==> src/rtl/tdm_1_4_demux_if.sv <==
// Sample/frame bus of the 1:4 TDM demultiplexer.
// The slave modport is the demux side; the master modport is the producer/consumer side.
interface tdm_1_4_demux_if #(
    parameter int WIDTH = 1
);
    logic             flush;
    logic [WIDTH-1:0] in_data;
    logic             in_valid;
    logic             in_ready;
    logic [WIDTH-1:0] out_a;
    logic [WIDTH-1:0] out_b;
    logic [WIDTH-1:0] out_c;
    logic [WIDTH-1:0] out_d;
    logic             out_valid;
    logic             out_ready;

    modport slave (
        input  flush, in_data, in_valid, out_ready,
        output in_ready, out_a, out_b, out_c, out_d, out_valid
    );

    modport master (
        output flush, in_data, in_valid, out_ready,
        input  in_ready, out_a, out_b, out_c, out_d, out_valid
    );
endinterface

==> src/rtl/tdm_1_4_demux.sv <==
// 1:4 time-division demultiplexer: four accepted serial samples form one frame on out_a..out_d.
// Defining TDM_1_4_DEMUX_SLOT_PORT_EN exposes the slot counter on port slot.
module tdm_1_4_demux #(
    parameter int WIDTH = 1
) (
    input  logic       clk,
    input  logic       rst_n,
`ifdef TDM_1_4_DEMUX_SLOT_PORT_EN
    output logic [1:0] slot,
`endif
    tdm_1_4_demux_if.slave bus
);
    logic [1:0]       slot_p0;
    logic [WIDTH-1:0] a_p1;
    logic [WIDTH-1:0] b_p1;
    logic [WIDTH-1:0] c_p1;
    logic [WIDTH-1:0] d_p1;
    logic             vld_p1;
    logic             in_ready;
    logic             accept;

    // A held frame blocks intake unless the consumer takes it this very cycle.
    assign in_ready = !vld_p1 || bus.out_ready;
    assign accept   = bus.in_valid && in_ready;

    // Stage p0 -> p1: slot steering into the frame registers
    always_ff @(posedge clk or negedge rst_n) begin
        if (!rst_n) begin
            slot_p0 <= 2'd0;
            vld_p1  <= 1'b0;
            a_p1    <= '0;
            b_p1    <= '0;
            c_p1    <= '0;
            d_p1    <= '0;
        end else if (bus.flush) begin
            // Abort drops the partial frame position but keeps the frame data.
            slot_p0 <= 2'd0;
            vld_p1  <= 1'b0;
        end else begin
            if (accept) begin
                case (slot_p0)
                    2'd0:    a_p1 <= bus.in_data;
                    2'd1:    b_p1 <= bus.in_data;
                    2'd2:    c_p1 <= bus.in_data;
                    default: d_p1 <= bus.in_data;
                endcase
                slot_p0 <= slot_p0 + 2'd1;
            end
            if (accept && (slot_p0 == 2'd3)) begin
                vld_p1 <= 1'b1;
            end else if (vld_p1 && bus.out_ready) begin
                vld_p1 <= 1'b0;
            end
        end
    end

    assign bus.in_ready  = in_ready;
    assign bus.out_a     = a_p1;
    assign bus.out_b     = b_p1;
    assign bus.out_c     = c_p1;
    assign bus.out_d     = d_p1;
    assign bus.out_valid = vld_p1;
`ifdef TDM_1_4_DEMUX_SLOT_PORT_EN
    assign slot = slot_p0;
`endif
endmodule

==> src/flat_wrapper.sv <==
// flat-port wrapper written by rule: the top's interface ports become plain ports
module tdm_1_4_demux_flat 
#(
    parameter int WIDTH = 1
)
  (clk, rst_n, bus_flush, bus_in_data, bus_in_valid, bus_out_ready, bus_in_ready, bus_out_a, bus_out_b, bus_out_c, bus_out_d, bus_out_valid);
  tdm_1_4_demux_if #(.WIDTH(WIDTH)) bus_i ();
  input  logic clk;
  input  logic rst_n;
  input wire logic [$bits(bus_i.flush)-1:0] bus_flush;
  input wire logic [$bits(bus_i.in_data)-1:0] bus_in_data;
  input wire logic [$bits(bus_i.in_valid)-1:0] bus_in_valid;
  input wire logic [$bits(bus_i.out_ready)-1:0] bus_out_ready;
  output wire logic [$bits(bus_i.in_ready)-1:0] bus_in_ready;
  output wire logic [$bits(bus_i.out_a)-1:0] bus_out_a;
  output wire logic [$bits(bus_i.out_b)-1:0] bus_out_b;
  output wire logic [$bits(bus_i.out_c)-1:0] bus_out_c;
  output wire logic [$bits(bus_i.out_d)-1:0] bus_out_d;
  output wire logic [$bits(bus_i.out_valid)-1:0] bus_out_valid;
  assign bus_i.flush = bus_flush;
  assign bus_i.in_data = bus_in_data;
  assign bus_i.in_valid = bus_in_valid;
  assign bus_i.out_ready = bus_out_ready;
  assign bus_in_ready = bus_i.in_ready;
  assign bus_out_a = bus_i.out_a;
  assign bus_out_b = bus_i.out_b;
  assign bus_out_c = bus_i.out_c;
  assign bus_out_d = bus_i.out_d;
  assign bus_out_valid = bus_i.out_valid;
  tdm_1_4_demux #(.WIDTH(WIDTH)) u_core (.clk(clk), .rst_n(rst_n), .bus(bus_i));
endmodule
==> config.mk <==
export PLATFORM = sky130hd
export DESIGN_NAME = tdm_1_4_demux_flat
export DESIGN_NICKNAME = d
export VERILOG_FILES = /design/src/rtl/tdm_1_4_demux_if.sv /design/src/rtl/tdm_1_4_demux.sv /design/src/flat_wrapper.sv
export SDC_FILE = /design/constraint.sdc
export NUM_CORES = 1
export LEC_CHECK = 0
export ABC_CLOCK_PERIOD_IN_PS = 1300
export BUFFER_PORTS_ARGS = -buffer_cell sky130_fd_sc_hd__buf_2
export CORE_AREA = 2 2 39 41
export CTS_CLUSTER_DIAMETER = 40
export CTS_CLUSTER_SIZE = 14
export DETAILED_ROUTE_END_ITERATION = 10
export DIE_AREA = 0 0 41 43
export PLACE_DENSITY_LB_ADDON = 0.25
export RECOVER_POWER = 50
export SYNTH_ARGS = -nofsm -noshare
export SYNTH_HDL_FRONTEND = slang
export SYNTH_SLANG_ARGS = --single-unit
==> constraint.sdc <==
create_clock -name clk -period 1.3 [get_ports clk]
set_input_delay 0.325 -clock clk [delete_from_list [all_inputs] [get_ports clk]]
set_output_delay 0.325 -clock clk [all_outputs]
set_load 0.01 [all_outputs]
==> results of run 1 <==
-- worst paths after layout --
check	depth (start not counted)	from	slack (ps)	to
worst max-delay path	3	u_core.bus.out_valid	60	bus_in_ready
worst min register to register	1	u_core.bus.out_d	510	u_core.bus.out_d
min in group asynchronous	2	rst_n	500	u_core.bus.out_a
worst min-delay path	2	bus_flush	270	u_core.slot_p0[0]
worst max register to register	5	u_core.bus.out_valid	100	u_core.bus.out_d
max in group asynchronous	2	rst_n	520	u_core.slot_p0[1]
-- metal layers --
layer	part of all wire (%)	vias up	global-route usage, %	wire length [um]
li1	-	147	-	-
met1	35	152	8.525	247
met2	52	13	16.25	369
met3	11	2	8.377	77
met4	1.3	0	4.000	9
met5	0	-	0	0
-- worst max-delay path, delay by kind of cell, from the launching register on --
kind / cells / cell delay (ps)
buffers and inverters: 2 / 160
AND/OR/NAND/NOR: 1 / 180
flip-flops: 1 / 330
-- through the flow --
| stage | cells | total power [uW] | utilization [%] |
|---|---|---|---|
| after detailed placement | 60 | 415.1 | 34.36 |
| after CTS | 66 | 616.7 | 37.88 |
| after global placement | 60 | 411.7 | 34.36 |
| after global routing | 66 | 645.4 | 38.16 |
| final | 66 | 601.3 | 38.16 |
| after floorplan | 33 | 358.4 | - |
-- registers in the layout, summed over array words and instances (netlist names) --
signal / cells
u_core.slot_p0: 2
u_core.bus.out_a: 1
u_core.bus.out_c: 1
u_core.bus.out_valid: 1
u_core.bus.out_b: 1
u_core.bus.out_d: 1
-- power breakdown --
part	internal, uW	switching (uW)	total, uW	leakage [uW]
clock	117	73.5	190	0.0000150
combinational	79.3	58.2	137	0.000152
sequential	253	20.9	274	0.0000907
total	449	153	601	0.000257
-- area by class of cell --
| type | instances | area (um^2) |
|---|---|---|
| Multi-Input combinational cell | 22 | 212.7 |
| Tap cell | 16 | 20.02 |
| Inverter | 4 | 17.52 |
| Sequential cell | 7 | 175.2 |
| Clock buffer | 4 | 26.28 |
| Fill cell | 146 | 855.8 |
| Timing Repair Buffer | 13 | 76.32 |
-- logic make-up (layout without fill, tap and decap cells) --
kind of cell	count (synthesis)	in the layout	synth area share (%)
AOI/OAI and AO/OA	5	5	6.249
adders and majority gates	4	4	12.50
muxes	4	4	15.00
and+or+nand+nor	9	9	18.13
DFF	7	7	43.75
buffers and inverters	4	21	4.376
-- cells in the final DEF, fill, tap and decap left out --
cell type	instances
and2b_4	1
nand3_2	4
a21oi_1	3
buf_4	1
nand2_1	1
buf_6	1
inv_4	1
ha_1	4
mux2_4	4
buf_2	8
clkbuf_1	3
clkbuf_4	3
inv_1	3
nand3_1	2
nor2b_4	1
dfrtp_1	7
o21ai_0	2
dlygate4sd3_1	1
-- timing repair --
| item | CTS | global route |
|---|---|---|
| endpoints found under the hold margin | 7 | 0 |
| pin swaps | 0 | 0 |
| buffers inserted | 1 | 0 |
| endpoints found under the setup margin | 1 | 1 |
| gates resized for setup | 1 | 1 |
| cloned | 0 | 0 |
| hold buffers | 1 | 0 |
==> metrics.yaml, run 1 <==
sta:
  number_of_setup_violations_in_the_final_report: 0
  fmax_mhz: 806.5
  fin_crit_sh_pct: 95.38
  fin_crit_ps: 1240
  max_slew.worst_pin.slew_ps: 380.9
  timing.slew.headroom_pct: 74.61
  report.final.hold_viol_count: 0
  fin_worst_setup_slack_ps: 60.03
  fin_worst_skew_ps: 5.407
  final_max_slew_viol_count: 0
  timing.setup.tns_ps: 0
  final.hold.worst_slack_ps: 272.8
  rsz_0062_raised_after_global_routing: "no"
worst_hold_path:
  min-delay-path-class: "input port to register"
yosys:
  synthesis.area_per_instance_um2: 12.13
  synthFlopType: "dfrtp_1"
  synth_area_leaders: "dfrtp_1 (44%), mux2_4 (15%), ha_1 (13%), nand3_2 (10%), a21oi_1 (3.8%)"
  ys.warnings.count: 0
  synth.most_common_cell: "dfrtp_1"
  synth_edf_count: 0
  syn-num-nets: 43
  synth_seq_cells: 7
  synthArstFlopShare_pct: 100.0
  yosys.area.top_type: "dfrtp_1"
  number_of_different_library_cells_in_the_post_synthesis_netlist: 12
  seq_area_frac_synth_pct: 43.75
  synth_cells: 33
  synth.top_cells.by_count: "dfrtp_1 (7), ha_1 (4), mux2_4 (4), nand3_2 (4)"
  syn_area_um2: 400.4
  yosysTopAreaCellShare_pct: 43.75
cts:
  clock_insertion_delay_worst_skew_ps: 250
  cts_max_path_buffers: 2
  tritoncts: "yes"
  cts_htree_levels: 1
  ctsRootBufferMaster: "clkbuf_4"
  cts_inserted_buffers: 3
  clock_sinks: 7
  clk_pin_slew_worst_paths_ps: 40
critical_path:
  crit_arrival_ps: 910
  crit_fanout: 3
  setup.worst_path.start_class: "register"
  path_cells: "nor2b_4, inv_4, buf_6"
  crit_required_ps: 980
  critical_path.endpoint_type: "output pin"
  delay_of_the_slowest_cell_on_the_worst_path_ps: 330
  critPathKind: "register to output pin"
  slowest_stage: "dfrtp_1"
pwr:
  vdd_drop_max_v: 0.0005018
  leakage_uw: 0.0002572
  pwr_density_cell_mw_per_mm2: 1139
detailed_routing:
  remaining_antenna_violation_count: 0
  routed_wire_length_per_instance_um: 10.65
  vias_per_cell: 4.758
  detail_route.first_pass.iterations: 4
  totalWireLength_um: 703
  initialDrtViolationCount: 5
  route.detailed.drc: 0
  via_count: 314
floorplan:
  initial_core_util_pct: 28.93
  dieArea_mm2: 0.001763
  core.rowCount: 14
  die-height_um: 43
  design.core.area_mm2: 0.001384
  boundaryPins: 12
  fp.dieW_um: 41
global_route:
  grt_overflow_total: 0
  grt_pass1_vias: 291
  global_route_wire_length_before_repair_um: 1124
  grt_use_total_pct: 10.10
  grt_max_degree: 8
  grt_antenna_before_repair: 0
job:
  cap_violations: 0
finish:
  antennaDiodeCount: 0
  area_growth_pct: 31.87
  drive_gt1_share_pct: 48.00
  fin_nets: 61
  finish.instance_area_um2: 528.0
placed_design:
  post_dp_cell_area_um2: 475.5
  place_worst_setup_slack_ps: 63.96
  buffer_ports.inserted: 11
  globalplace.congestion: 0.6544
status:
  outcome: "finished, final reports clean"
No activity file was read; power rests on OpenSTA's default activity.
==> run 2: changes to the inputs <==
- ABC_AREA: default -> 1
==> run 2 against run 1 <==
  * Global-route usage increased by 3.5 points
  * Utilization decreased by 0.90 points
  * Die area unchanged
  * Clock skew is 6.1 ps higher
  * Register-to-register slack improved by 80 ps
  * Non-clock buffer count is the same
  * Largest cell class unchanged
  * Largest power group unchanged
==> metrics.yaml, run 2 <==
finish:
  area_growth_pct: 29.56
  fin_nets: 75
  layout.cells.most_common: "nand2_1"
  mostFrequentLayoutCells: "nand2_1 (14), buf_2 (10), dfrtp_1 (7)"
  largest_reg_flops: 2
  drive_gt1_share_pct: 31.25
  largest_register: "u_core.slot_p0"
  antennaDiodeCount: 0
  finish.instance_area_um2: 515.5
detailed_routing:
  routed_wire_length_per_instance_um: 10.85
  remaining_antenna_violation_count: 0
  totalWireLength_um: 868
  initialDrtViolationCount: 6
  vias_per_cell: 4.588
  detail_route.first_pass.iterations: 5
  route.detailed.drc: 0
  via_count: 367
placed_design:
  place_worst_setup_slack_ps: 168.5
  post_dp_cell_area_um2: 473.0
  buffer_ports.inserted: 11
  globalplace.congestion: 0.6644
  hpwlAfterDp_um: 650.8
yosys:
  synthArstFlopShare_pct: 100.0
  yosys.area.top_type: "dfrtp_1"
  seq_area_frac_synth_pct: 44.03
  synth.top_cells.by_count: "nand2_1 (14), dfrtp_1 (7), inv_1 (5)"
  synth_edf_count: 0
  synth_seq_cells: 7
  synth_area_leaders: "dfrtp_1 (44%), nand2_1 (13%), ha_1 (13%), nand4_1 (6.3%), inv_1 (4.7%)"
  synthFlopType: "dfrtp_1"
  ys.warnings.count: 0
  yosysTopAreaCellShare_pct: 44.03
  synth.most_common_cell: "nand2_1"
  synth_cells: 47
  number_of_different_library_cells_in_the_post_synthesis_netlist: 13
  synthesis.area_per_instance_um2: 8.466
  syn_area_um2: 397.9
  syn-num-nets: 57
critical_path:
  reg2reg_setup_slack_ps: 180
  setup.worst_path.start_class: "register"
  crit_required_ps: 980
  worst_r2r_path_depth: 7
  critPathKind: "register to output pin"
  crit_fanout: 5
  critical_path.endpoint_type: "output pin"
  r2r_start: "u_core.slot_p0[0]"
  crit_arrival_ps: 910
  regToRegEndpoint: "u_core.bus.out_c"
pwr:
  pwr_density_cell_mw_per_mm2: 1209
  vdd_drop_max_v: 0.0004614
  leakage_uw: 0.0002709
sta:
  fin_worst_setup_slack_ps: 68.87
  number_of_setup_violations_in_the_final_report: 0
  timing.slew.headroom_pct: 71.86
  final_max_slew_viol_count: 0
  report.final.hold_viol_count: 0
  timing.setup.tns_ps: 0
  rsz_0062_raised_after_global_routing: "no"
  fin_worst_skew_ps: 11.52
  max_slew.worst_pin.slew_ps: 422.1
  fmax_mhz: 812.3
  fin_crit_ps: 1231
  fin_crit_sh_pct: 94.70
cts:
  ctsResizeCount: 0
  clock_sinks: 7
  cts_htree_levels: 1
  clock_insertion_delay_worst_skew_ps: 260
  cts_inserted_buffers: 3
  ctsRootBufferMaster: "clkbuf_4"
  tritoncts: "yes"
  clk_pin_slew_worst_paths_ps: 60
  cts_max_path_buffers: 2
floorplan:
  core.rowCount: 14
  design.core.area_mm2: 0.001384
  die-height_um: 43
  boundaryPins: 12
  dieArea_mm2: 0.001763
  initial_core_util_pct: 28.75
  fp.dieW_um: 41
global_route:
  global_route_wire_length_before_repair_um: 1476
  grt_antenna_before_repair: 0
  grt_max_degree: 8
  grt_use_total_pct: 13.56
  grt_overflow_total: 0
  grt_pass1_vias: 337
worst_hold_path:
  worst_hold_path.num_cells: 2
  min-delay-path-class: "input port to register"
  hold_path_startpoint: "bus_flush"
  whs_endpoint: "u_core.bus.out_valid"
job:
  cap_violations: 0
status:
  outcome: "finished, final reports clean"
-- run 2: changes by cell type after synthesis, sizes merged, moves of 3 or more --
cell and delta:
mux2 -4, nand2 +15, nand4 +4, nor2 +3, inv +3, nand3 -4
-- run 2: cell type report --
type                    instances  area [um^2]
multi-input cells              33        196.4
fillers                       158        868.3
repair buffers                 13        71.32
well taps                      16        20.02
clock buffers                   4        26.28
inverters                       7        26.28
flip-flops and latches          7        175.2
-- run 2: worst max-delay path by stage --
stage                     depth (start not counted)          endpoint                 start
final                                             2      bus_in_ready  u_core.bus.out_valid
after global routing                              2      bus_in_ready  u_core.bus.out_valid
after CTS                                         2      bus_in_ready  u_core.bus.out_valid
after detailed placement                          7  u_core.bus.out_c     u_core.slot_p0[0]
after global placement                            7  u_core.bus.out_c     u_core.slot_p0[0]
after floorplan                                   7  u_core.bus.out_c     u_core.slot_p0[0]
-- run 2: repair_timing --
action                                  4_1_cts  5_1_grt
endpoints found under the setup margin        0        1
buffers inserted                              0        1
hold buffers                                  1        0
endpoints found under the hold margin         7        0
-- run 2: kinds of logic (layout without fill, tap and decap cells) --
| kind of cell | after synthesis | after routing | synth area share (%) |
|---|---|---|---|
| buf+inv | 7 | 24 | 6.605 |
| fa+ha+maj | 4 | 4 | 12.58 |
| flops | 7 | 7 | 44.03 |
| simple gates | 25 | 25 | 27.99 |
| compound gates | 4 | 4 | 8.804 |
-- run 2: critical path, cell delays in order (launching register included) --
cell     delay [ps]
dfrtp_1         390
nand2_2         110
buf_2           140
-- run 2: where the power goes --
group,internal (uW),switching [uW],total [uW]
Clock,117,86.4,204
Sequential,256,19.9,276
Combinational,58.4,85.1,144
Total,432,191,623
-- run 2: per-stage QoR --
stage	cells	total power [uW]	utilization [%]	hold slack, ps
3_3_place_gp	74	417.1	34.18	173.7
6_report	80	623.3	37.25	276.5
5_1_grt	80	680.5	37.25	277.5
4_1_cts	79	638.8	36.80	270.4
3_5_place_dp	74	423.1	34.18	174.4
2_1_floorplan	47	356.8	-	29.41
-- run 2: metal layers --
metal	GRT usage, %	routed length [um]
met1	15.51	347
met2	17.81	440
met3	9.424	68
met4	8.000	12
met5	0	0
==> run 3: changes to the inputs <==
- CORE_AREA: 2 2 39 41 -> default
- CORE_UTILIZATION: default -> 28
- DIE_AREA: 0 0 41 43 -> default
==> run 3 against run 2 <==
  * Clock power decreased by 6%
  * Combinational power decreased by 3%
  * Fmax increased by 3.5%
  * Clock skew decreased by 7.0 ps
  * Routed wire length decreased by 11%
  * Hold slack improved by 6.0 ps
  * Critical path type unchanged
  * Sequential power about the same
  * Highest routed layer unchanged
  * Largest cell class unchanged
  * Die area decreased by 11%
==> metrics.yaml, run 3 (same netlist as run 2, synthesis figures left out) <==
status:
  outcome: "finished, final reports clean"
sta:
  final_max_slew_viol_count: 0
  number_of_setup_violations_in_the_final_report: 0
  final.hold.worst_slack_ps: 282.5
  timing.setup.tns_ps: 0
  fin_worst_skew_ps: 4.530
  timing.slew.headroom_pct: 73.80
  rsz_0062_raised_after_global_routing: "no"
  fin_crit_sh_pct: 91.54
  fmax_mhz: 840.3
  max_slew.worst_pin.slew_ps: 392.9
  fin_crit_ps: 1190
  report.final.hold_viol_count: 0
finish:
  layout.area.seq_um2: 175.2
  finish.instance_area_um2: 514.2
  mostFrequentLayoutCells: "nand2_1 (14), buf_2 (10), dfrtp_1 (7)"
  layout.cells.most_common: "nand2_1"
  drive_gt1_share_pct: 31.25
  antennaDiodeCount: 0
  multi_input_comb_area_um2: 196.4
  largest_register: "u_core.slot_p0"
  area_growth_pct: 29.25
  fin_nets: 75
  fillerInstances: 139
  largest_reg_flops: 2
global_route:
  grt_max_degree: 8
  global_route_wire_length_before_repair_um: 1352
  grt_overflow_total: 0
  grt_pass1_vias: 305
  grt_antenna_before_repair: 0
  grt_use_total_pct: 14.30
detailed_routing:
  detail_route.first_pass.iterations: 3
  initialDrtViolationCount: 9
  remaining_antenna_violation_count: 0
  vias_per_cell: 4.291
  route.detailed.drc: 0
  routed_wire_length_per_instance_um: 9.797
  totalWireLength_um: 774
  via_count: 339
cts:
  clk_pin_slew_worst_paths_ps: 50
  tritoncts: "yes"
  ctsRootBufferMaster: "clkbuf_4"
  cts_htree_levels: 1
  clock_insertion_delay_worst_skew_ps: 250
  clock_sinks: 7
  ctsResizeCount: 0
  cts_inserted_buffers: 3
  cts_max_path_buffers: 2
pwr:
  vdd_drop_max_v: 0.0005606
  leakage_uw: 0.0002697
  pwr_density_cell_mw_per_mm2: 1182
critical_path:
  setup.worst_path.start_class: "register"
  crit_required_ps: 980
  critical_path.endpoint_type: "output pin"
  worstSetupStartpoint: "u_core.bus.out_valid"
  crit_fanout: 3
  r2r_start: "u_core.slot_p0[0]"
  reg2reg_setup_slack_ps: 190
  critPathKind: "register to output pin"
  crit_arrival_ps: 870
floorplan:
  fp.dieW_um: 39.70
  dieArea_mm2: 0.001576
  die-height_um: 39.70
  boundaryPins: 12
  initial_core_util_pct: 30.20
  design.core.area_mm2: 0.001318
  core.rowCount: 13
placed_design:
  globalplace.congestion: 0.7266
  post_dp_cell_area_um2: 471.7
  hpwlAfterDp_um: 626.5
  buffer_ports.inserted: 11
job:
  cap_violations: 0
worst_hold_path:
  hold_path_startpoint: "bus_flush"
  min-delay-path-class: "input port to register"
## run 3: cell counts in the layout (fill, tap and decap cells not counted)
No cell type changed its count.
## run 3: area by class of cell
| class | instances | area share (%) |
|---|---|---|
| Timing Repair Buffer | 13 | 13.87 |
| Inverter | 7 | 5.109 |
| Sequential cell | 7 | 34.06 |
| Tap cell | 15 | 3.650 |
| Clock buffer | 4 | 5.109 |
| Multi-Input combinational cell | 33 | 38.20 |
## run 3: per-stage QoR
step	setup WS (ps)	utilization (%)	power, uW	std cells
floorplan	261.0	-	356.8	47
global placement	221.7	35.80	415.8	73
detailed placement	181.8	35.80	420.5	73
CTS	23.31	38.56	625.5	78
global route	37.67	39.03	669.9	79
finish	110.0	39.03	607.7	79
## run 3: power by group
part           total [uW]  switching [uW]  internal, uW
clock network         192            75.1           117
registers             276            20.0           256
logic                 140            81.7          58.0
## run 3: path summary, 6_finish.rpt
| check | end | depth (start not counted) |
|---|---|---|
| max in group asynchronous | u_core.slot_p0[0] | 2 |
| min in group asynchronous | u_core.bus.out_valid | 2 |
| hold reg to reg | u_core.bus.out_d | 2 |
| setup / recovery | bus_in_ready | 2 |
| setup reg to reg | u_core.bus.out_c | 7 |
| hold / removal | u_core.bus.out_valid | 2 |
## run 3: worst max-delay path: stages, from the launching register on
cell and delay, ps:
dfrtp_1 420, nand2_2 80, buf_2 120
## run 3: per-layer routing
layer  share of wire (%)  vias up  wire [um]  GRT usage (%)
met2                  45       10        348          19.67
met5                   0        -          0              0
met4                 1.0        0          8          7.759
met3                 7.5        2         58          8.523
met1                  46      144        358          16.84
li1                    -      183          -              -
## run 3: what timing repair did
| item | in CTS | in global routing |
|---|---|---|
| buffers inserted | 0 | 1 |
| endpoints found under the setup margin | 0 | 1 |
| hold buffers | 1 | 0 |
| hold endpoints to repair | 7 | 0 |
